===== config.mk =====
export PLATFORM = sky130hd
export DESIGN_NAME = uart_result_rx
export DESIGN_NICKNAME = d
export VERILOG_FILES = /design/src/rtl/uart_defs_pkg.sv /design/src/rtl/uart_rx_byte.sv /design/src/rtl/uart_result_rx.sv
export SDC_FILE = /design/constraint.sdc
export NUM_CORES = 1
export LEC_CHECK = 0
export BUFFER_PORTS_ARGS = -buffer_cell sky130_fd_sc_hd__buf_2
export CAP_MARGIN = 10
export CORE_UTILIZATION = 45
export CTS_CLUSTER_SIZE = 12
export DETAILED_ROUTE_END_ITERATION = 7
export SETUP_SLACK_MARGIN = 0.2
export SLEW_MARGIN = 20
export SYNTH_ARGS = -nofsm -noshare
export SYNTH_HDL_FRONTEND = slang
export SYNTH_SLANG_ARGS = --single-unit

===== constraint.sdc =====
create_clock -name clk -period 2.4 [get_ports clk]
set_input_delay 0.24 -clock clk [delete_from_list [all_inputs] [get_ports clk]]
set_output_delay 0.24 -clock clk [all_outputs]
set_load 0.005 [all_outputs]

===== src/rtl/uart_defs_pkg.sv =====
// uart_defs: shared constants and state encodings for the fruit-result UART receiver
package uart_defs;
  localparam logic [7:0] PKT_HDR = 8'hAA;
  localparam logic [2:0] S_WAIT_IDLE = 3'd0;
  localparam logic [2:0] S_IDLE      = 3'd1;
  localparam logic [2:0] S_START     = 3'd2;
  localparam logic [2:0] S_DATA      = 3'd3;
  localparam logic [2:0] S_STOP      = 3'd4;
  localparam logic [1:0] P_HDR   = 2'd0;
  localparam logic [1:0] P_CLASS = 2'd1;
  localparam logic [1:0] P_CHK   = 2'd2;
  function automatic int clks_per_bit(input int clk_freq, input int baud);
    return clk_freq / baud;
  endfunction
endpackage


===== src/rtl/uart_rx_byte.sv =====
// uart_rx_byte: 2-FF synchronizer plus 8N1 byte receiver with half-bit start validation
module uart_rx_byte
  import uart_defs::*;
#(
  parameter int CLKS_PER_BIT = 16
) (
  input  logic       clk,
  input  logic       rst_n,
  input  logic       uart_rx,
  output logic [7:0] rx_data,
  output logic       rx_valid,
  output logic       frame_err
);
  localparam int CW = $clog2(CLKS_PER_BIT);
  localparam logic [CW-1:0] HALF_LAST = CW'(CLKS_PER_BIT / 2 - 1);
  localparam logic [CW-1:0] BIT_LAST  = CW'(CLKS_PER_BIT - 1);
  logic [1:0]    sync;
  logic          rx_s;
  logic [2:0]    state;
  logic [CW-1:0] cnt;
  logic [2:0]    bit_idx;
  logic [7:0]    shreg;
  assign rx_s = sync[1];
  always_ff @(posedge clk) begin
    if (!rst_n) begin
      sync      <= 2'b11;
      state     <= S_WAIT_IDLE;
      cnt       <= '0;
      bit_idx   <= '0;
      shreg     <= '0;
      rx_data   <= '0;
      rx_valid  <= 1'b0;
      frame_err <= 1'b0;
    end else begin
      sync      <= {sync[0], uart_rx};
      rx_valid  <= 1'b0;
      frame_err <= 1'b0;
      cnt       <= cnt + 1'b1;
      case (state)
        // the synchronizer still holds its reset ones for two cycles, so wait for it to flush
        S_WAIT_IDLE: if (rx_s && cnt > CW'(1)) begin
          state <= S_IDLE;
          cnt   <= '0;
        end
        S_IDLE: if (!rx_s) begin
          state <= S_START;
          cnt   <= '0;
        end
        S_START: if (cnt == HALF_LAST) begin
          state   <= rx_s ? S_IDLE : S_DATA;
          cnt     <= '0;
          bit_idx <= '0;
        end
        S_DATA: if (cnt == BIT_LAST) begin
          shreg   <= {rx_s, shreg[7:1]};
          bit_idx <= bit_idx + 1'b1;
          cnt     <= '0;
          if (bit_idx == 3'd7) state <= S_STOP;
        end
        S_STOP: if (cnt == BIT_LAST) begin
          cnt       <= '0;
          state     <= rx_s ? S_IDLE : S_WAIT_IDLE;
          rx_valid  <= rx_s;
          frame_err <= !rx_s;
          if (rx_s) rx_data <= shreg;
        end
        default: begin
          state <= S_WAIT_IDLE;
          cnt   <= '0;
        end
      endcase
    end
  end
endmodule


===== src/rtl/uart_result_rx.sv =====
// uart_result_rx: UART receiver plus header/class/checksum packet decoder with inter-byte timeout
module uart_result_rx
  import uart_defs::*;
#(
  parameter int CLK_FREQ     = 50_000_000,
  parameter int BAUD         = 115200,
  parameter int TIMEOUT_BITS = 20
) (
  input  logic       clk,
  input  logic       rst_n,
  input  logic       uart_rx,
  output logic [7:0] rx_data,
  output logic       rx_valid,
  output logic       frame_err,
  output logic [7:0] fruit_id,
  output logic       fruit_valid,
  output logic       pkt_err
);
  localparam int CLKS_PER_BIT = clks_per_bit(CLK_FREQ, BAUD);
  localparam int TO = TIMEOUT_BITS * CLKS_PER_BIT;
  localparam int TW = $clog2(TO);
  // counter restarts the cycle after the clearing strobe, so this lands pkt_err exactly TO cycles later
  localparam logic [TW-1:0] TO_LAST = TW'(TO - 2);
  logic [1:0]    pst;
  logic [7:0]    cand;
  logic [TW-1:0] tcnt;
  logic          hit;
  uart_rx_byte #(.CLKS_PER_BIT(CLKS_PER_BIT)) u_byte (
    .clk       (clk),
    .rst_n     (rst_n),
    .uart_rx   (uart_rx),
    .rx_data   (rx_data),
    .rx_valid  (rx_valid),
    .frame_err (frame_err)
  );
  assign hit = rx_data == (cand ^ PKT_HDR);
  always_ff @(posedge clk) begin
    if (!rst_n) begin
      pst         <= P_HDR;
      cand        <= '0;
      fruit_id    <= '0;
      fruit_valid <= 1'b0;
      pkt_err     <= 1'b0;
      tcnt        <= '0;
    end else begin
      fruit_valid <= 1'b0;
      pkt_err     <= 1'b0;
      tcnt        <= tcnt + 1'b1;
      if (rx_valid) begin
        tcnt <= '0;
        pst  <= (pst == P_HDR) ? ((rx_data == PKT_HDR) ? P_CLASS : P_HDR)
              : (pst == P_CLASS) ? P_CHK : P_HDR;
        if (pst == P_CLASS) cand <= rx_data;
        if (pst == P_CHK) begin
          fruit_valid <= hit;
          pkt_err     <= !hit;
          if (hit) fruit_id <= cand;
        end
      end else if (pst != P_HDR && (frame_err || tcnt == TO_LAST)) begin
        pkt_err <= 1'b1;
        pst     <= P_HDR;
        tcnt    <= '0;
      end else if (pst == P_HDR) begin
        tcnt <= '0;
      end
    end
  end
endmodule


Word level (Yosys, flattened, before mapping)
Index checks and enable logic that the tools add are counted.

Reduce and logical (&&, ||, !) cells: 20. Add/sub/neg operators: 3. Muxes and demuxes: 25. Bitwise operators: 2. Magnitude comparators: 1. Equal/unequal tests: 18.

Operators by type and width (number): 2-to-1 mux 9 bit (4); one-hot mux 9 bit (4 select lines) (1); 2-to-1 mux 3 bit (8); one-hot mux 3 bit (5 select lines) (1); AND reduction 3 bit (5); adder 14 x 1 -> 14 bit (second input constant) (1); == test 14 bit (second input constant) (1); 2-to-1 mux 2 bit (5); inequality test 2 x 1 -> 1 bit (second input constant) (5); adder 9 x 1 -> 9 bit (second input constant) (1); == test 9 x 8 -> 1 bit (second input constant) (1); == test 9 bit (second input constant) (1); greater-than comparator 9 x 1 -> 1 bit (second input constant) (1); == test 8 bit (1); == test 8 bit (second input constant) (1); == test 3 x 2 -> 1 bit (second input constant) (2); == test 3 bit (second input constant) (2); one-hot mux 3 bit (2 select lines) (1); AND reduction 6 bit (1); nonzero test 2 bit (3); 2-to-1 mux 1 bit (5); NOT 4 bit (1); AND reduction 2 bit (2); OR reduction 4 bit (1); other kinds (12) (14).

Logic and storage cells: 83. Register bits after elaboration: 69.

Logic depth before layout (Yosys ltp)
Depth in word-level cells: 5. Depth in mapped cells: 8. Depth with buffers taken out: 7.

Modules after synthesis
From an unflattened synthesis, not the netlist that was laid out.

Cells, all modules: 340. Area total of the unflattened synthesis: 3200.6 um2.

By module, submodules not included: uart_rx_byte (area each 1662.8 um2, cells an instance 164, instances 1); uart_result_rx (area each 1537.7 um2, cells an instance 176, instances 1).

Least setup slack after synthesis
OpenSTA, ideal clock, no wires.

Path kind: flip-flop to flip-flop. Start: register u_byte.cnt[0]. End: register u_byte.state[0]. Clock period less this slack: 1.865 ns. Library setup time: 0.070 ns. Path slack: 0.535 ns. Arrival time: 1.795 ns. Stages on the path, launching flop included: 7. Data required time: 2.330 ns. Cells stage by stage: dfxtp_1 ha_1 nand4b_2 nor4_4 a211oi_4 or4_1 a21oi_1.

Cells in the longest elaborated chain, start to end: 4. Elaborated cells on any way between the ends: 9.

Ends and longest elaborated chain: start, declared (line uart_rx_byte.sv:20) `logic [CW-1:0] cnt;`; start signal, assigned (line uart_rx_byte.sv:38) `cnt <= cnt + 1'b1;`; greater-than comparator 9 x 1 -> 1 bit (line uart_rx_byte.sv:41) `S_WAIT_IDLE: if (rx_s && cnt > CW'(1)) begin`; logical AND 1 bit (line uart_rx_byte.sv:41); inequality test 2 x 1 -> 1 bit (no source line); AND reduction 6 bit (no source line) *; end signal, assigned (line uart_rx_byte.sv:50) `state <= rx_s ? S_IDLE : S_DATA;`; end signal, assigned (line uart_rx_byte.sv:62) `state <= rx_s ? S_IDLE : S_WAIT_IDLE;`; end, declared (line uart_rx_byte.sv:19) `logic [2:0] state;`.

Mark *: on every way between the ends. The rest lies on a longest branch, timed or not. A chain may end at the register's enable or synchronous reset.

Final worst setup path
Start: register u_byte.cnt[1]. End: register u_byte.cnt[5].

Cells in the longest elaborated chain, start to end: 4. Elaborated cells on any way between the ends: 10.

Ends and longest elaborated chain: greater-than comparator 9 x 1 -> 1 bit (line uart_rx_byte.sv:41); logical AND 1 bit (line uart_rx_byte.sv:41); 2-to-1 mux 9 bit (line uart_rx_byte.sv:41); one-hot mux 9 bit (4 select lines) * (line uart_rx_byte.sv:39) `case (state)`.

Marked as above.

==> impl_metrics.json <==
{
  "synth_top_area_share_pct": 46.7,
  "core_um2": 6350,
  "hold_slack_ns": 0.0833,
  "rsz0062_at_grt": "no",
  "ios": 23,
  "dieHeight_um": 83.1,
  "crit_arrival_ns": 2.34,
  "min_path_cells": 2,
  "cts.path.max_buffers": 2,
  "syn_area_um2": 2960,
  "synth_cell_type_count": 45,
  "combPwrFrac_pct": 12.0,
  "maxSlewHeadroom_pct": 47.2,
  "finClkSkew_ns": 0.00609,
  "synth_top_cell_by_area": "dfxtp_1",
  "instances_no_fill": 435,
  "antenna_left": 0,
  "min_period_over_period_pct": 88.0,
  "rows": 29,
  "synth_edf_count": 0,
  "worst-setup-path-type": "flip-flop to flip-flop",
  "hold_viol": 0,
  "htreeDepth": 3,
  "firstDrtPassIters": 4,
  "drive_gt1_share_pct": 16.8,
  "avgViaCountPerCell": 5.18,
  "diodes": 0,
  "seq_area_um2": 1380,
  "crit_buf_inv": 3,
  "async_reset_ff_share_pct": 0,
  "cp_cell_sequence": "inv_1, ha_1, nand4b_2, nor4_4, a211oi_4, buf_4, o311ai_4, buf_4, nor2_1",
  "cts_made_buffers": 9,
  "start_kind": "flip-flop",
  "cp_max_fo": 6,
  "cp.depth": 9,
  "path_delay_family": "simple AND/OR/NAND/NOR gates",
  "ys_warn_count": 0,
  "status": "finished, final reports clean",
  "grt-ovfl-total": 0,
  "min_path_type": "input port to flip-flop",
  "cts_tree": "built",
  "finalSetupTns_ns": 0,
  "ir_drop_v": 0.000630,
  "drc": 0,
  "gp_congestion": 0.844,
  "clock-sinks": 69,
  "syn2layout_area_growth_pct": 15.6,
  "clock_latency_ns": 0.33,
  "fmax_mhz": 473,
  "grt_pass1_wl_mm": 10.0,
  "ys_ff_latch": 69,
  "dp.cells": 412,
  "yosysSeqAreaShare_pct": 46.7,
  "cts_root_buf": "clkbuf_8",
  "fin_nets": 363,
  "grt_max_degree": 26,
  "avgSynthCellArea_um2": 9.31,
  "grt_antenna_before_repair": 0,
  "p_leak_nw": 1.47,
  "clk_pin_slew_ns": 0.07,
  "wl_per_cell_um": 13.1,
  "setup.worst_path.end_class": "flip-flop",
  "place_ws_ns": 0.346,
  "port_buffers": 22,
  "fillers": 598,
  "rr_worst_depth": 9,
  "synth_nets": 328,
  "dieArea_um2": 6900,
  "synth-main-ff-cell": "dfxtp_1",
  "wirelength_mm": 5.71,
  "cp_slowest_stage_delay_ns": 0.40,
  "power.density_nw_per_um2": 718,
  "initial_core_util_pct": 46.6,
  "slew_viol_final": 0,
  "dp_hpwl_mm": 3.91,
  "switching_share_pct": 25.3,
  "multi_input_area_um2": 1500,
  "setup_slack_ns": 0.288,
  "drt-initial-drc-count": 79,
  "syn_inst": 318,
  "crit_top_cell": "buf_4",
  "die_w_um": 83.1,
  "grtUsageTotal_pct": 17.9,
  "synth_area_leaders": "dfxtp_1 47%, mux2i_1 8.1%, nor2_1 7.2%",
  "clockPowerShare_pct": 38.8,
  "min_period_ns": 2.11,
  "p_int_mw": 1.84,
  "required_ns": 2.63,
  "grt_pass1_vias": 2087,
  "slowest_stage": "nor4_4",
  "power_frac_seq_pct": 49.2,
  "switchingPower_mw": 0.621,
  "hold_buffers": 0,
  "tightest_slew_ns": 0.791,
  "power_mw": 2.46,
  "cap_violations": 0,
  "finalSetupViolations": 0,
  "num_vias": 2255
}
per-stage QoR:
step           cell area, um^2  util, %
2_1_floorplan             2960        -
3_3_place_gp              3160     49.8
3_5_place_dp              3160     49.8
4_1_cts                   3370     53.0
5_1_grt                   3420     53.9
6_report                  3420     53.9
synthesized netlist by cell type, types with 3 or more instances:
| library cell | number |
|---|---|
| mux2i_1 | 24 |
| and3_1 | 5 |
| nand4_1 | 3 |
| xnor2_1 | 10 |
| o21ai_0 | 8 |
| nor3_1 | 4 |
| nand2b_1 | 5 |
| nor3b_1 | 3 |
| clkbuf_1 | 8 |
| nand2_1 | 30 |
| ha_1 | 7 |
| dfxtp_1 | 69 |
| a21oi_1 | 15 |
| xor2_1 | 16 |
| inv_1 | 7 |
| nand3_1 | 13 |
| nor2_1 | 57 |
layout make-up:
| type | instances | share of cell area (%) |
|---|---|---|
| Clock buffer | 13 | 4.65 |
| Clock inverter | 3 | 1.28 |
| Inverter | 7 | 0.768 |
| Multi-Input combinational cell | 230 | 43.8 |
| Sequential cell | 69 | 40.4 |
| Tap cell | 77 | 2.82 |
| Timing Repair Buffer | 36 | 6.29 |
metal layers:
layer / share of wire [%] / wire [um] / vias up / GRT usage (%)
li1: - / - / 1162 / -
met1: 50 / 2840 / 1044 / 24.5
met2: 45 / 2560 / 44 / 27.0
met3: 4.4 / 253 / 5 / 5.67
met4: 0.89 / 51 / 0 / 5.17
met5: 0 / 0 / - / 0
worst reg2reg max path: stages, from the launching register on:
cell	delay [ns]
dfxtp_1	0.34
inv_1	0.09
ha_1	0.18
nand4b_2	0.15
nor4_4	0.40
a211oi_4	0.15
buf_4	0.18
o311ai_4	0.28
buf_4	0.20
nor2_1	0.05
path summary, 6_finish.rpt:
kind | slack, ns | endpoint | start
setup / recovery | 0.29 | u_byte.cnt[5]$_SDFF_PN0_ | u_byte.cnt[1]$_SDFF_PN0_
hold / removal | 0.08 | u_byte.sync[0]$_SDFF_PN1_ | uart_rx
setup reg to reg | 0.29 | u_byte.cnt[5]$_SDFF_PN0_ | u_byte.cnt[1]$_SDFF_PN0_
hold reg to reg | 0.41 | u_byte.sync[1]$_SDFF_PN1_ | u_byte.sync[0]$_SDFF_PN1_
power groups by stage:
| stage | combinational [mW] | sequential (mW) | clock [mW] |
|---|---|---|---|
| final | 0.295 | 1.21 | 0.952 |
| after global routing | 0.331 | 1.21 | 1.04 |
| after CTS | 0.248 | 1.21 | 0.984 |
| after detailed placement | 0.247 | 1.23 | 0 |
| after global placement | 0.243 | 1.23 | 0 |
| after floorplan | 0.197 | 1.23 | 0 |
what timing repair did:
| item | in CTS | in global routing |
|---|---|---|
| buffers inserted | 0 | 7 |
| gates resized for setup | 0 | 2 |
| endpoints found under the setup margin | 0 | 10 |
flip-flops by register name (all words and copies together) (netlist names), 2 cells and up:
signal and cells:
tcnt 14, cand 8, pst 2, u_byte.cnt 9
u_byte.bit_idx 3, u_byte.sync 2, u_byte.rx_data 8, u_byte.shreg 8
u_byte.state 3, fruit_id 8
cells in the final DEF (no fill, tap or decap), types with 2 or more instances in the layout:
cell type,netlist,final
nor4_4,2,2
nor3_1,4,4
and3_1,5,5
xor2_1,16,16
dfxtp_1,69,68
a21oi_1,15,15
nand3_1,13,13
o21ai_0,8,8
xnor2_1,10,10
nand4_1,3,3
nand2_1,30,30
nor4b_1,2,2
clkbuf_1,8,2
ha_1,7,7
and4b_1,2,2
mux2i_1,24,24
clkbuf_8,0,11
inv_1,7,7
nor3b_1,3,3
buf_2,2,22
buf_4,2,14
nand2b_1,5,5
nor2_1,57,57
logic make-up (layout without fill, tap and decap cells):
logic type | count (synthesis) | count (layout) | share of synthesized area [%]
compound gates | 36 | 36 | 8.63
xor+xnor | 26 | 26 | 7.70
fa+ha+maj | 7 | 7 | 2.96
buf+inv | 19 | 59 | 2.75
flops | 69 | 69 | 46.7
mux | 24 | 24 | 8.12
simple gates | 137 | 137 | 23.2
No activity file was read; power rests on OpenSTA's default activity.
